[config.mk]
export PLATFORM = sky130hd
export DESIGN_NAME = shr_iter
export DESIGN_NICKNAME = d
export VERILOG_FILES = /design/src/rtl/shr_iter.sv
export SDC_FILE = /design/constraint.sdc
export NUM_CORES = 1
export LEC_CHECK = 0
export ABC_CLOCK_PERIOD_IN_PS = 4200
export BUFFER_PORTS_ARGS = -buffer_cell sky130_fd_sc_hd__buf_2
export CAP_MARGIN = 20
export CELL_PAD_IN_SITES_DETAIL_PLACEMENT = 0
export CELL_PAD_IN_SITES_GLOBAL_PLACEMENT = 1
export CORE_UTILIZATION = 39
export CTS_CLUSTER_DIAMETER = 50
export DETAILED_ROUTE_END_ITERATION = 16
export PLACE_DENSITY = 0.88
export SETUP_SLACK_MARGIN = 0.05
export SLEW_MARGIN = 0
export SYNTH_ARGS = -nofsm -noshare
export SYNTH_HDL_FRONTEND = slang
export SYNTH_SLANG_ARGS = --single-unit
[constraint.sdc]
create_clock -name clk_i -period 4.2 [get_ports clk_i]
set_input_delay 0.42 -clock clk_i [delete_from_list [all_inputs] [get_ports clk_i]]
set_output_delay 0.42 -clock clk_i [all_outputs]
set_load 0.005 [all_outputs]
[src/rtl/shr_iter.sv]
// Iterative right shifter: accepts a word and a shift amount together, shifts right by up to
// STEP bits per cycle (logical or arithmetic), then holds the result on a registered output.
module shr_iter #(
  parameter bit          SIGNED = 1'b0,
  parameter int unsigned DIN    = 16,
  parameter int unsigned CFG    = 5,
  parameter int unsigned STEP   = 1
) (
  input  logic           clk_i,
  input  logic           rst_i,
  input  logic           din_valid_i,
  input  logic [DIN-1:0] din_data_i,
  output logic           din_ready_o,
  input  logic           cfg_valid_i,
  input  logic [CFG-1:0] cfg_data_i,
  output logic           cfg_ready_o,
  output logic           dout_valid_o,
  output logic [DIN-1:0] dout_data_o,
  input  logic           dout_ready_i
);

  localparam int unsigned CntW = $clog2(DIN + 1);
  localparam int unsigned CmpW = (CFG > CntW) ? CFG : CntW;

  typedef enum logic [1:0] {StIdle, StShift, StDone} state_e;

  state_e          state_q, state_d;
  logic [DIN-1:0]  acc_q, acc_d;
  logic [CntW-1:0] cnt_q, cnt_d;

  logic [CmpW-1:0] cfg_ext;
  logic [CntW-1:0] amt_clamped;
  logic [CntW-1:0] step_amt;
  logic [CntW-1:0] cnt_rem;
  logic [DIN-1:0]  acc_shr;
  logic            in_fire;

  // Clamp to DIN so over-range amounts cost at most DIN shift cycles.
  assign cfg_ext     = CmpW'(cfg_data_i);
  assign amt_clamped = (cfg_ext >= CmpW'(DIN)) ? CntW'(DIN) : CntW'(cfg_ext);
  assign step_amt    = (cnt_q > CntW'(STEP)) ? CntW'(STEP) : cnt_q;
  assign cnt_rem     = cnt_q - step_amt;

  if (SIGNED) begin : g_arith
    assign acc_shr = DIN'($signed(acc_q) >>> step_amt);
  end else begin : g_logic
    assign acc_shr = acc_q >> step_amt;
  end

  // Both inputs are consumed together; readies stay low while reset is held.
  assign in_fire      = (state_q == StIdle) & din_valid_i & cfg_valid_i & ~rst_i;
  assign din_ready_o  = in_fire;
  assign cfg_ready_o  = in_fire;
  assign dout_valid_o = (state_q == StDone);
  assign dout_data_o  = acc_q;

  always_comb begin
    state_d = state_q;
    acc_d   = acc_q;
    cnt_d   = cnt_q;
    unique case (state_q)
      StIdle: begin
        if (in_fire) begin
          acc_d   = din_data_i;
          cnt_d   = amt_clamped;
          state_d = (amt_clamped == '0) ? StDone : StShift;
        end
      end
      StShift: begin
        acc_d = acc_shr;
        cnt_d = cnt_rem;
        if (cnt_rem == '0) begin
          state_d = StDone;
        end
      end
      StDone: begin
        if (dout_ready_i) begin
          state_d = StIdle;
        end
      end
      default: state_d = StIdle;
    endcase
  end

  always_ff @(posedge clk_i or posedge rst_i) begin
    if (rst_i) begin
      state_q <= StIdle;
      acc_q   <= '0;
      cnt_q   <= '0;
    end else begin
      state_q <= state_d;
      acc_q   <= acc_d;
      cnt_q   <= cnt_d;
    end
  end

endmodule

## Word level (Yosys, flattened, before mapping)

Cells that the tools add are included.

| storage, ports and cells | value |
|---|---|
| memory bits (read-only) | 0 |
| memories kept | 0 |
| latch bits | 0 |
| register bits | 23 |
| output and inout port bits | 19 |
| bits in writable memories | 0 |

| operators by class | value |
|---|---|
| multiply operators | 0 |
| divide/modulo/power cells | 0 |
| bitwise logic cells | 4 |
| order comparisons | 2 |
| multiplexer cells | 11 |
| eq/ne operators | 5 |
| add/subtract/negate cells | 1 |
| shift-type cells | 1 |
| reduce and logical (&&, ||, !) cells | 6 |

Operators with widths:

| cell | number |
|---|---|
| $pmux 16 s2 | 1 |
| $mux 16 | 1 |
| $shr 16x5->16 | 1 |
| $mux 5 | 3 |
| $logic_not 5->1 | 2 |
| $pmux 5 s2 | 1 |
| $mux 2 | 4 |
| $pmux 2 s3 | 1 |
| $ge 5x5->1 const B | 1 |
| $gt 5x1->1 const B | 1 |
| $sub 5x5->5 | 1 |
| $ne 2x2->1 const B | 2 |
| $and 1x1->1 | 3 |
| $reduce_and 3->1 | 1 |
| $eq 2x1->1 const B | 1 |
| $eq 2x2->1 const B | 1 |
| $logic_not 2->1 | 1 |
| $ne 2x1->1 const B | 1 |
| $reduce_and 2->1 | 1 |
| $reduce_bool 2->1 | 1 |
| $not 1->1 | 1 |

## Depth between registers and ports, before layout

Gate-level depths: netlist of run 1.

| depth | value |
|---|---|
| depth in word-level cells | 6 |
| depth in mapped cells | 8 |

## Worst setup path after synthesis of run 1

OpenSTA, ideal clock, no wires.

| timing | value |
|---|---|
| path kind | flip-flop to flip-flop |
| start | register cnt_q[4] |
| end | register state_q[1] |
| required time | 4.134 ns |
| setup time | 0.066 ns |
| clock period less this slack | 2.032 ns |
| arrival time | 1.966 ns |
| stages on the path, launching flop included | 7 |
| path slack | 2.168 ns |
| path buffers | 0 |
| path through | dfrtp_1 or4_4 nand2b_1 ha_1 or4_1 a21oi_1 a221o_1 |

| between the ends | value |
|---|---|
| word-level cells in the longest chain between the ends | 6 |

Ends and longest elaborated chain:

| item | RTL line | RTL |
|---|---|---|
| from (decl) | 29 | `logic [CntW-1:0] cnt_q, cnt_d;` |
| from (signal assigned) | 93 | `cnt_q <= cnt_d;` |
| $gt 5x1->1 | 41 | `assign step_amt = (cnt_q > CntW'(STEP)) ? CntW'(STEP) : cnt_q;` |
| $mux 5 | 41 |  |
| $sub 5x5->5 (*) | 42 | `assign cnt_rem = cnt_q - step_amt;` |
| $logic_not 5->1 (*) | 72 | `if (cnt_rem == '0) begin` |
| $ne 2x2->1 (no line) (*) | n/a |  |
| $reduce_and 3->1 (no line) (*) | n/a |  |
| to (signal assigned) | 87 | `state_q <= StIdle;` |
| to (signal assigned) | 91 | `state_q <= state_d;` |
| to (decl) | 27 | `state_e state_q, state_d;` |

Mark *: on every way between the ends. The rest lies on a longest branch, timed or not.
A chain may end at the register's enable or synchronous reset.

## Worst setup path in the final report of run 1

| timing | value |
|---|---|
| start | register state_q[1] |
| end | output cfg_ready_o |

| between the ends | value |
|---|---|
| word-level cells in the longest chain between the ends | 4 |

Ends and longest elaborated chain:

| item | RTL line | RTL |
|---|---|---|
| $logic_not 2->1 | 51 | `assign in_fire = (state_q == StIdle) & din_valid_i & cfg_valid_i & ~rst_i;` |
| $and 1x1->1 (3 in a row) | 51 |  |
| to (decl) | 16 | `output logic cfg_ready_o,` |

Every way passes these cells.

==> results of run 1 <==
[final timing paths]
| check | startpoint | to | slack, ns | depth (start not counted) |
|---|---|---|---|---|
| worst min-delay path | rst_i | state_q[0] | 0.30 | 2 |
| worst min register to register | dout_data_o[0] | dout_data_o[0] | 0.55 | 2 |
| max in group asynchronous | rst_i | dout_data_o[5] | 3.37 | 2 |
| min in group clk_i | din_data_i[15] | dout_data_o[15] | 0.31 | 3 |
| worst max-delay path | state_q[1] | cfg_ready_o | 1.66 | 5 |
| worst max register to register | cnt_q[4] | state_q[0] | 1.92 | 6 |
[registers in the layout, summed over array words and instances (netlist names)]
signal,cells
cnt_q,5
dout_data_o,16
state_q,2
[metal layers]
metal	up-vias	track usage
met1	512	0.2239
met3	2	0.02637
met2	41	0.2711
met5	-	0
li1	544	-
met4	0	0.03061
[cell families after synthesis]
logic type | Yosys count
DFF | 23
and+or+nand+nor | 43
buffers and inverters | 15
adders and majority gates | 1
AOI/OAI and AO/OA | 43
[placed cells by master (no fill, tap or decap), types with 2 or more instances in the layout]
cell type,Yosys,final
o21ai_0,3,3
nand2b_1,3,3
o311ai_0,2,2
nor2_1,16,16
nand3_1,2,2
nor4_1,2,2
nand2_1,9,9
o22ai_1,13,13
clkbuf_4,0,3
inv_1,6,6
buf_2,3,44
a221o_1,2,2
o211ai_1,2,2
a21oi_2,12,12
or4_1,3,3
dfrtp_1,23,23
nor2b_1,3,3
[metrics by stage]
step / area, um2 / total power, mW
6_report: 1496 / 1.088
5_1_grt: 1496 / 1.186
4_1_cts: 1496 / 1.094
3_5_place_dp: 1470 / 0.9942
3_3_place_gp: 1470 / 0.9757
2_1_floorplan: 1255 / 0.8768
[critical path, delay by kind of cell (launching register included)]
family / cells / cell delay, ns
buffers and inverters: 3 / 1.00
DFF: 1 / 0.43
and+or+nand+nor: 2 / 0.38
[cell type report]
| cell class | instances | area (um2) |
|---|---|---|
| repair buffers | 45 | 227.7 |
| fillers | 327 | 1556 |
| inverters | 6 | 22.52 |
| flip-flops and latches | 23 | 575.6 |
| multi-input cells | 87 | 589.3 |
| clock buffers | 4 | 26.28 |
| well taps | 44 | 55.05 |
[power breakdown]
group,leakage (nW),internal (mW),total [mW],switching [mW]
Sequential,0.264,0.327,0.424,0.0971
Combinational,0.385,0.256,0.565,0.309
Clock,0.0150,0.0369,0.0997,0.0628
Total,0.664,0.620,1.09,0.469
==> metrics.md, run 1 <==
| Metric | Value |
|---|---|
| Critical path fanouts, max | `24` |
| Worst path required time | `about 3.8 ns` |
| Status | `finished, final reports clean` |
| Share of layout cells above drive strength 1 | `0.3879` |
| TritonCTS buffer count | `3` |
| Relative slew slack | `0.3802` |
| VDD IR max | `246.2 uV` |
| Die width | `approximately 59 um` |
| DIE AREA | `roughly 3400 um2` |
| Synthesized area per cell | `10.04 um2` |
| Final setup vio count | `0` |
| Port bufs | `44` |
| Post-synthesis adder-cell area fraction | `0.009970` |
| Clock Skews | `about 0.0011 ns` |
| Final hold viol count | `0` |
| P per Cell Area | `between 700 and 800 nW/um2` |
| CP cell instances | `nor4b_1 -> nand2_1 -> buf_4 -> inv_1 -> buf_2` |
| CTS root buf | `clkbuf_4` |
| Antenna Nets Post-Route | `0` |
| TritonCTS clock tree | `built` |
| Initial core utilization | `0.4111` |
| Max Transition Viols Final | `0` |
| Clock buffer depth | `2` |
| Simple-Gate Fraction of Synth Area | `0.1735` |
| Number of synthesized flops with an enable pin | `0` |
| Synth Cell Area | `about 1300 um2` |
| Yosys cell types | `33` |
| Largest net degree at the start of global routing | `32` |
| YS warnings | `0` |
| GRT Overall Usage | `0.1623` |
| Setup TNS | `0 ns` |
| Area leader, netlist | `dfrtp_1` |
| Crit path time final | `roughly 2.5 ns` |
| Critical Path End Type | `primary output` |
| Hold_buf cts | `0` |
| Total of max-cap violations | `0` |
| Inst Count DP | `about 200` |
| Non-Filler Instances | `209` |
| Placer Congestion | `about 0.86` |
| Hold crit path type | `in -> async` |
| # diodes | `0` |
| Final worst-path cycle share | `0.6042` |
| Htree depth | `1` |
| DR vias | `between 1,000 and 1,500` |
| Worst path slowest cell | `inv_1` |
| Sinks on the clock net | `23` |
| Pre-CTS setup slack | `between 1.5 and 2 ns` |
| Core area | `3053 um2` |
| CP max stage delay | `~0.55 ns` |
| Ys flop type | `dfrtp_1` |
| Total congestion overflow | `0` |
| Most frequent cells after synthesis | `23 x dfrtp_1, 16 x nor2_1, 13 x o22ai_1` |
| Post-CTS Setup Bufs | `0` |
| Worst-path clk slew | `0.12 ns` |
| DRC | `0` |
| Wire length on met1 | `roughly 1200 um` |
| Leakage | `0.6638 nW` |
| Detailed Routing Iterations Pass 1 | `4` |
| Largest cells by area after synthesis | `dfrtp_1 46%, a21oi_2 8.4%, o22ai_1 6.5%, nor2_1 4.8%, nand2_1 2.7%` |
| DP Wirelength | `around 1900 um` |
| IO Pins | `45` |
| Die Y | `58.73 um` |
| Arr. time, crit path | `between 2 and 2.5 ns` |
| FP Rows | `20` |
| Startpoint Class | `flip-flop` |
| Final hold slack | `0.2972 ns` |
| First-pass GRT wire length | `4402 um` |
| Clk_lat worst skew | `roughly 0.3 ns` |
| Largest family of logic cells by synthesized area | `compound AO/OA/AOI/OAI gates` |
| Synth Area in XOR/XNOR | `0` |
| Asr flop ratio synth | `1.000` |
| Drt total wl | `about 2600 um` |
| Vias in the first global route | `1,024` |
| Register area share after synthesis | `0.4586` |
| Metal3 WL | `around 170 um` |
| Gate Count Post-Synth | `~130` |
| Multiplexer area fraction after synthesis | `0` |
| Vias per inst | `5.258` |
| DR top layer | `met4` |
| RSZ-0062 raised after global routing | `false` |
| Final core utilization | `0.4902` |
| Area Growth Syn to Fin | `19.24%` |
| Fin nets | `193` |
| Initial antenna violation count | `0` |
| Count leader, synth | `dfrtp_1` |
| Register bit total from synthesis | `23` |
| Wire per inst | `roughly 13 um` |
| Least-Margin Pin Slew | `about 0.93 ns` |
| DRT iter0 DRCs | `between 50 and 60` |
| Min setup slack post-route | `1.662 ns` |
| Compound-cell area share of the yosys netlist | `0.2861` |
| Crit path kind | `reg -> out` |
| Syn nets | `between 150 and 200` |
| Achievable frequency | `~390 MHz` |
| Routed met2 length | `between 1000 and 1500 um` |
| Area share of the largest cell type after synthesis | `0.4586` |
| CTS resizes | `0` |
No activity file was read; power rests on OpenSTA's default activity.
==> inputs of run 2 (changes only) <==
Settings changed: ABC_CLOCK_PERIOD_IN_PS 4200 to 2550, CORE_UTILIZATION 39 to 36, PLACE_DENSITY 0.88 to 0.83.
Clock period 4.2 ns to 2.55 ns, I/O delays scaled along.
==> run 2 against run 1 <==
Compared with the run above: die area increased by 8.0%; routed wire length increased by 9.3%; utilization decreased by 3.6 points; cell count is 1.9% higher; critical path depth grew 1; sequential power increased by 65%; highest routed layer unchanged.
==> metrics.md, run 2 (synthesis gave the netlist of run 1 again) <==
| Metric | Value |
|---|---|
| Status | `finished, final reports clean (unchanged)` |
| Worst path required time | `2.80 ns (was 3.78 ns)` |
| Drt total wl | `2879 um (was 2634 um)` |
| Startpoint Class | `flip-flop (unchanged)` |
| DR vias | `1,116 (was 1,099)` |
| Detailed Routing Iterations Pass 1 | `4 (unchanged)` |
| DRC | `0 (unchanged)` |
| Leakage | `0.6739 nW (was 0.6638 nW)` |
| Arr. time, crit path | `2.48 ns (was 2.12 ns)` |
| RSZ-0062 raised after global routing | `false (unchanged)` |
| # fillers | `347 (was 327)` |
| Net load switching power | `790.7 uW (was 468.9 uW)` |
| Vias in the first global route | `1,030 (was 1,024)` |
| Post-CTS Setup Bufs | `0 (unchanged)` |
| Least-Margin Pin Slew | `0.9067 ns (was 0.9262 ns)` |
| CTS root buf | `clkbuf_4 (unchanged)` |
| Relative slew slack | `0.3949 (was 0.3802)` |
| Logic pwr share | `0.527 (was 0.519)` |
| P per Cell Area | `1206 nW/um2 (was 727.4 nW/um2)` |
| Fin nets | `195 (was 193)` |
| Achievable frequency | `approximately 450 MHz` |
| Total of max-cap violations | `0 (unchanged)` |
| DP Wirelength | `2097 um (was 1857 um)` |
| Core area | `3337 um2 (was 3053 um2)` |
| VDD IR max | `382.7 uV (was 246.2 uV)` |
| Area Growth Syn to Fin | `20.64% (was 19.24%)` |
| Share of layout cells above drive strength 1 | `0.3952 (was 0.3879)` |
| Port bufs | `44 (unchanged)` |
| Initial antenna violation count | `0 (unchanged)` |
| Clock buffer depth | `2 (unchanged)` |
| Clock power frac | `0.091 (was 0.092)` |
| R2r setup slk | `0.32 ns (was 1.92 ns)` |
| Final worst-path cycle share | `0.8741` |
| Wire per inst | `13.52 um (was 12.60 um)` |
| Total congestion overflow | `0 (unchanged)` |
| Clk_lat worst skew | `0.30 ns (about the same)` |
| Final setup vio count | `0 (unchanged)` |
| First-pass GRT wire length | `4478 um (was 4402 um)` |
| Critical Path End Type | `flip-flop (was primary output)` |
| Switching Share | `0.4331 (was 0.4308)` |
| Critical path fanouts, max | `5 (was 24)` |
| Sinks on the clock net | `23 (unchanged)` |
| Crit path kind | `reg -> reg (was reg -> out)` |
| IO Pins | `45 (unchanged)` |
| R2r endpoint | `state_q[1] (was state_q[0])` |
| Commonest non-fill, non-tap cell in the layout | `buf_2 (unchanged)` |
| DIE AREA | `3726 um2 (was 3449 um2)` |
| Largest net degree at the start of global routing | `32 (unchanged)` |
| Clock Skews | `0.004182 ns (was 0.001052 ns)` |
| Initial core utilization | `0.3761 (was 0.4111)` |
| Max reg flops | `16 (unchanged)` |
| Hold crit path type | `in -> async (unchanged)` |
| Vias per inst | `5.239 (was 5.258)` |
| Pwr Total | `1.826 mW (was 1.088 mW)` |
| TritonCTS clock tree | `built (unchanged)` |
| Die width | `61.04 um (was 58.73 um)` |
| Worst-path clk slew | `0.12 ns (about the same)` |
| FP Rows | `21 (was 20)` |
| Sequential group share of total power | `0.382 (was 0.389)` |
| Highest-count cells in the layout ignoring fill and taps | `44 x buf_2, 23 x dfrtp_1, 16 x nor2_1, 13 x o22ai_1, 12 x a21oi_2 (unchanged)` |
| Crit path time final | `2.229 ns` |
| # diodes | `0 (unchanged)` |
| GRT Overall Usage | `0.1621 (was 0.1623)` |
| Die Y | `61.04 um (was 58.73 um)` |
| Final hold viol count | `0 (unchanged)` |
| R2R Path Start | `cnt_q[4] (unchanged)` |
| Max Transition Viols Final | `0 (unchanged)` |
| CTS resizes | `0 (unchanged)` |
| TritonCTS buffer count | `3 (unchanged)` |
| Internal power | `1.035 mW (was 619.6 uW)` |
| Placer Congestion | `0.8942 (was 0.8625)` |
| Hold_buf cts | `0 (unchanged)` |
| DRT iter0 DRCs | `80 (was 59)` |
| Htree depth | `1 (unchanged)` |
| Setup TNS | `0 ns (unchanged)` |
| Worst reg2reg path depth | `6 (unchanged)` |
| Antenna Nets Post-Route | `0 (unchanged)` |
[run 2: changes by cell type in the layout (fill, tap and decap cells not counted)]
cell,previous run,this run
buf_4,1,3
[run 2: layout make-up]
| type | count | area [um2] | share of cell area |
|---|---|---|---|
| Tap cell | 46 | 57.56 | 0.03802 |
| Timing Repair Buffer | 47 | 242.7 | 0.1603 |
| Sequential cell | 23 | 575.6 | 0.3802 |
| Multi-Input combinational cell | 87 | 589.3 | 0.3893 |
| Inverter | 6 | 22.52 | 0.01488 |
| Clock buffer | 4 | 26.28 | 0.01736 |
[run 2: per-stage QoR]
step / util / cells / hold slack (ns) / setup slack, ns / cell area [um2]
2_1_floorplan: - / 125 / 0.2569 / 0.5185 / 1255
3_3_place_gp: 0.4458 / 209 / 0.4485 / 0.4265 / 1488
3_5_place_dp: 0.4458 / 209 / 0.4596 / 0.3720 / 1488
4_1_cts: 0.4537 / 213 / 0.1296 / 0.3217 / 1514
5_1_grt: 0.4537 / 213 / 0.1189 / 0.1720 / 1514
6_report: 0.4537 / 213 / 0.1350 / 0.3209 / 1514
[run 2: layer usage]
layer / share of wire / vias up / global-route usage
met5: 0 / - / 0
met4: 0.0052 / 0 / 0.05844
met3: 0.062 / 2 / 0.02731
met2: 0.47 / 45 / 0.2748
met1: 0.46 / 526 / 0.2082
li1: - / 543 / -
[run 2: worst max-delay path by stage]
| stage | start | end | slack (ns) | cells after the start |
|---|---|---|---|---|
| final | cnt_q[4] | state_q[1] | 0.32 | 6 |
| after global routing | cnt_q[3] | state_q[1] | 0.17 | 7 |
| after CTS | cnt_q[4] | state_q[1] | 0.32 | 6 |
| after detailed placement | cnt_q[4] | state_q[1] | 0.37 | 6 |
| after global placement | cnt_q[4] | state_q[1] | 0.43 | 6 |
| after floorplan | cnt_q[4] | state_q[1] | 0.52 | 6 |
[run 2: power by group through the flow]
stage	Sequential (mW)	Combinational, mW	Clock, mW
finish	0.698	0.961	0.166
global route	0.723	1.08	0.192
CTS	0.697	0.967	0.175
detailed placement	0.705	0.965	0
global placement	0.692	0.952	0
floorplan	0.676	0.768	0
[run 2: worst max-delay path: stages, from the launching register on]
cell and delay [ns]:
dfrtp_1 0.44, or4_4 0.58, nand2b_1 0.11, ha_1 0.26, or4_1 0.48, a21oi_1 0.16, a221o_1 0.13
==> inputs of run 3 (changes only) <==
Settings changed: ABC_AREA set to 1, CORE_UTILIZATION 36 to 35.
==> run 3 against run 2 <==
Compared with the run above: power increased by 17%; worst setup slack better by 0.37 ns; clock skew is 0.0022 ns lower; count of clock-buffer cells in the layout decreased by 1; fmax up 20%; register-to-register slack better by 0.37 ns; via count grew 17%; first-iteration DRC count fell by 44%; combinational power is 28% higher; routed wire length grew 17%; cell area rose by 12%; critical endpoint unchanged; largest power group unchanged.
==> metrics.md, run 3 <==
| Metric | Value |
|---|---|
| Relative slew slack | `0.5595 (was 0.3949)` |
| Htree depth | `1 (unchanged)` |
| Simple-Gate Fraction of Synth Area | `0.3440 (was 0.1735)` |
| Final worst-path cycle share | `0.7306 (was 0.8741)` |
| DP Wirelength | `2524 um (was 2097 um)` |
| Syn nets | `210 (was 152)` |
| First-pass GRT wire length | `5920 um (was 4478 um)` |
| R2r endpoint | `state_q[1] (unchanged)` |
| Crit path kind | `reg -> reg (unchanged)` |
| Critical path fanouts, max | `4 (was 5)` |
| Max reg flops | `16 (unchanged)` |
| Footprint of the multi-input gates | `653.1 um2 (was 589.3 um2)` |
| TritonCTS clock tree | `built (unchanged)` |
| Count leader, synth | `nand2_1 (was dfrtp_1)` |
| Multiplexer area fraction after synthesis | `0 (unchanged)` |
| DRT iter0 DRCs | `45 (was 80)` |
| Post-synthesis adder-cell area fraction | `0.008913 (was 0.009970)` |
| Least-Margin Pin Slew | `0.6592 ns (was 0.9067 ns)` |
| Final core utilization | `0.4515 (was 0.4537)` |
| Core area | `3744 um2 (was 3337 um2)` |
| RSZ-0062 raised after global routing | `false (unchanged)` |
| Die Y | `65.33 um (was 61.04 um)` |
| Total congestion overflow | `0 (unchanged)` |
| Fin nets | `254 (was 195)` |
| Vias in the first global route | `1,323 (was 1,030)` |
| CP bufs+invs | `1 (was 0)` |
| Final setup vio count | `0 (unchanged)` |
| VDD IR max | `492.5 uV (was 382.7 uV)` |
| Worst-path clk slew | `0.08 ns (was 0.12 ns)` |
| CP max stage delay | `0.39 ns (was 0.58 ns)` |
| Total of max-cap violations | `0 (unchanged)` |
| Initial core utilization | `0.3750 (was 0.3761)` |
| Post-CTS Setup Bufs | `0 (unchanged)` |
| Area Growth Syn to Fin | `20.41% (was 20.64%)` |
| CP cell instances | `inv_1 -> nand3_1 -> nand2_1 -> ha_1 -> nor2_1 -> xor2_1 -> nand3_1 -> nand2_1 -> nand4_1 -> nand2_1 (was or4_4 -> nand2b_1 -> ha_1 -> or4_1 -> a21oi_1 -> a221o_1)` |
| # fillers | `414 (was 347)` |
| Status | `finished, final reports clean (unchanged)` |
| Placer Congestion | `0.9051 (was 0.8942)` |
| Synth Area in XOR/XNOR | `0.006239 (was 0)` |
| Worst path required time | `2.76 ns (was 2.80 ns)` |
| Final hold viol count | `0 (unchanged)` |
| Crit-path leading delay family | `simple AND/OR/NAND/NOR gates (unchanged)` |
| FP Rows | `22 (was 21)` |
| TritonCTS buffer count | `3 (unchanged)` |
| Arr. time, crit path | `2.07 ns (was 2.48 ns)` |
| Critical Path Sink | `state_q[1] (unchanged)` |
| Asr flop ratio synth | `1.000 (unchanged)` |
| R2r setup slk | `0.69 ns (was 0.32 ns)` |
| Clock buffer depth | `2 (unchanged)` |
| Setup TNS | `0 ns (unchanged)` |
| Crit path from | `cnt_q[3] (was cnt_q[4])` |
| DIE AREA | `4268 um2 (was 3726 um2)` |
| Top cell by count, worst path | `nand2_1` |
| Antenna Nets Post-Route | `0 (unchanged)` |
| P per Cell Area | `1266 nW/um2 (was 1206 nW/um2)` |
| DR vias | `1,309 (was 1,116)` |
| Die width | `65.33 um (was 61.04 um)` |
| IO Pins | `45 (unchanged)` |
| Critical Path End Type | `flip-flop (unchanged)` |
| Largest net degree at the start of global routing | `25 (was 32)` |
| Most frequent cells after synthesis | `50 x nand2_1, 29 x inv_1, 23 x dfrtp_1 (was 23 x dfrtp_1, 16 x nor2_1, 13 x o22ai_1)` |
| Detailed Routing Iterations Pass 1 | `4 (unchanged)` |
| Pwr Total | `2.140 mW (was 1.826 mW)` |
| Yosys cell types | `26 (was 33)` |
| Non-Filler Instances | `274 (was 213)` |
| Hold_buf cts | `0 (unchanged)` |
| Commonest non-fill, non-tap cell in the layout | `nand2_1 (was buf_2)` |
| Initial antenna violation count | `0 (unchanged)` |
| Achievable frequency | `536.7 MHz (was 448.6 MHz)` |
| R2R Path Start | `cnt_q[3] (was cnt_q[4])` |
| Ys flop type | `dfrtp_1 (unchanged)` |
| Max Transition Viols Final | `0 (unchanged)` |
| Highest-count cells in the layout ignoring fill and taps | `50 x nand2_1, 44 x buf_2, 29 x inv_1, 23 x dfrtp_1, 16 x nand3_1 (was 44 x buf_2, 23 x dfrtp_1, 16 x nor2_1, 13 x o22ai_1, 12 x a21oi_2)` |
| Number of synthesized flops with an enable pin | `0 (unchanged)` |
| Critical Path Stages | `10 (was 6)` |
| GRT Overall Usage | `0.1822 (was 0.1621)` |
| Sequential cell area | `575.6 um2 (unchanged)` |
| # diodes | `0 (unchanged)` |
| Crit path time final | `1.863 ns (was 2.229 ns)` |
| YS warnings | `0 (unchanged)` |
| Area share of the largest cell type after synthesis | `0.4100 (was 0.4586)` |
| Gate Count Post-Synth | `183 (was 125)` |
| Sinks on the clock net | `23 (unchanged)` |
| Startpoint Class | `flip-flop (unchanged)` |
| Register area share after synthesis | `0.4100 (was 0.4586)` |
| Clk_lat worst skew | `0.27 ns (was 0.30 ns)` |
| Leakage | `0.9111 nW (was 0.6739 nW)` |
| Register bit total from synthesis | `23 (unchanged)` |
| Largest cells by area after synthesis | `dfrtp_1 41%, nand2_1 13%, inv_1 7.8%, o22ai_1 5.8%, nand3_1 5.7% (was dfrtp_1 46%, a21oi_2 8.4%, o22ai_1 6.5%, nor2_1 4.8%, nand2_1 2.7%)` |
| Synth Cell Area | `1404 um2 (was 1255 um2)` |
| Compound-cell area share of the yosys netlist | `0.1061 (was 0.2861)` |
| Worst path slowest cell | `dfrtp_1 (was or4_4)` |
| Worst reg2reg path depth | `10 (was 6)` |
| Wire per inst | `12.25 um (was 13.52 um)` |
| Share of layout cells above drive strength 1 | `0.2876 (was 0.3952)` |
| Port bufs | `44 (unchanged)` |
| Area leader, netlist | `dfrtp_1 (unchanged)` |
| Largest family of logic cells by synthesized area | `simple AND/OR/NAND/NOR gates (was compound AO/OA/AOI/OAI gates)` |
| Clock Skews | `0.002017 ns (was 0.004182 ns)` |
| Vias per inst | `4.777 (was 5.239)` |
| CTS root buf | `clkbuf_8 (was clkbuf_4)` |
| Inst Count DP | `270 (was 209)` |
| DRC | `0 (unchanged)` |
| Hold crit path type | `in -> async (unchanged)` |
| CTS resizes | `0 (unchanged)` |
| Synthesized area per cell | `7.671 um2 (was 10.04 um2)` |
| Drt total wl | `3357 um (was 2879 um)` |
==> run 3: metal layers <==
metal | track usage | vias up | wire [um]
met3 | 0.03125 | 5 | 145
met2 | 0.3041 | 28 | 1604
met5 | 0 | - | 0
met1 | 0.2339 | 598 | 1561
met4 | 0.06793 | 0 | 46
li1 | - | 678 | -
==> run 3: area by class of cell <==
| type | count | area share |
|---|---|---|
| timing repair buffer | 46 | 0.1392 |
| clock inverter | 1 | 0.002961 |
| multi-input combinational | 121 | 0.3864 |
| clock buffer | 3 | 0.02443 |
| tap | 48 | 0.03553 |
| inverter | 32 | 0.07106 |
| sequential | 23 | 0.3405 |
==> run 3: kinds of logic (layout without fill, tap and decap cells) <==
kind of cell               count (synthesis)  after routing
adders and majority gates                  1              1
AOI/OAI and AO/OA                         22             22
xor gates and xnor gates                   1              1
buffers and inverters                     39             82
DFF                                       23             23
and+or+nand+nor                           97             97
==> run 3: worst min-delay path: stages <==
cell and delay (ns):
buf_2 0.11, inv_1 0.08, buf_4 0.32
==> run 3: where the power goes <==
group / total (mW) / switching (mW) / internal [mW]
clock: 0.232 / 0.123 / 0.109
combinational: 1.23 / 0.742 / 0.486
sequential: 0.679 / 0.133 / 0.546
total: 2.14 / 0.999 / 1.14
==> run 3: worst min-delay path by stage <==
| stage | start | to | slack (ns) | cells past startpoint |
|---|---|---|---|---|
| floorplan | rst_i | cnt_q[0] | 0.28 | 1 |
| global placement | rst_i | cnt_q[3] | 0.41 | 3 |
| detailed placement | rst_i | dout_data_o[14] | 0.40 | 3 |
| CTS | rst_i | dout_data_o[9] | 0.11 | 3 |
| global route | rst_i | dout_data_o[9] | 0.14 | 3 |
| finish | rst_i | cnt_q[3] | 0.1 | 3 |
==> run 3: stage by stage <==
stage	hold slack (ns)	worst slack (ns)	cell area, um2
finish	0.09939	0.6869	1690
global route	0.1444	0.4128	1690
CTS	0.1098	0.6780	1690
detailed placement	0.4035	0.6886	1644
global placement	0.4068	0.6326	1644
floorplan	0.2808	0.9309	1404
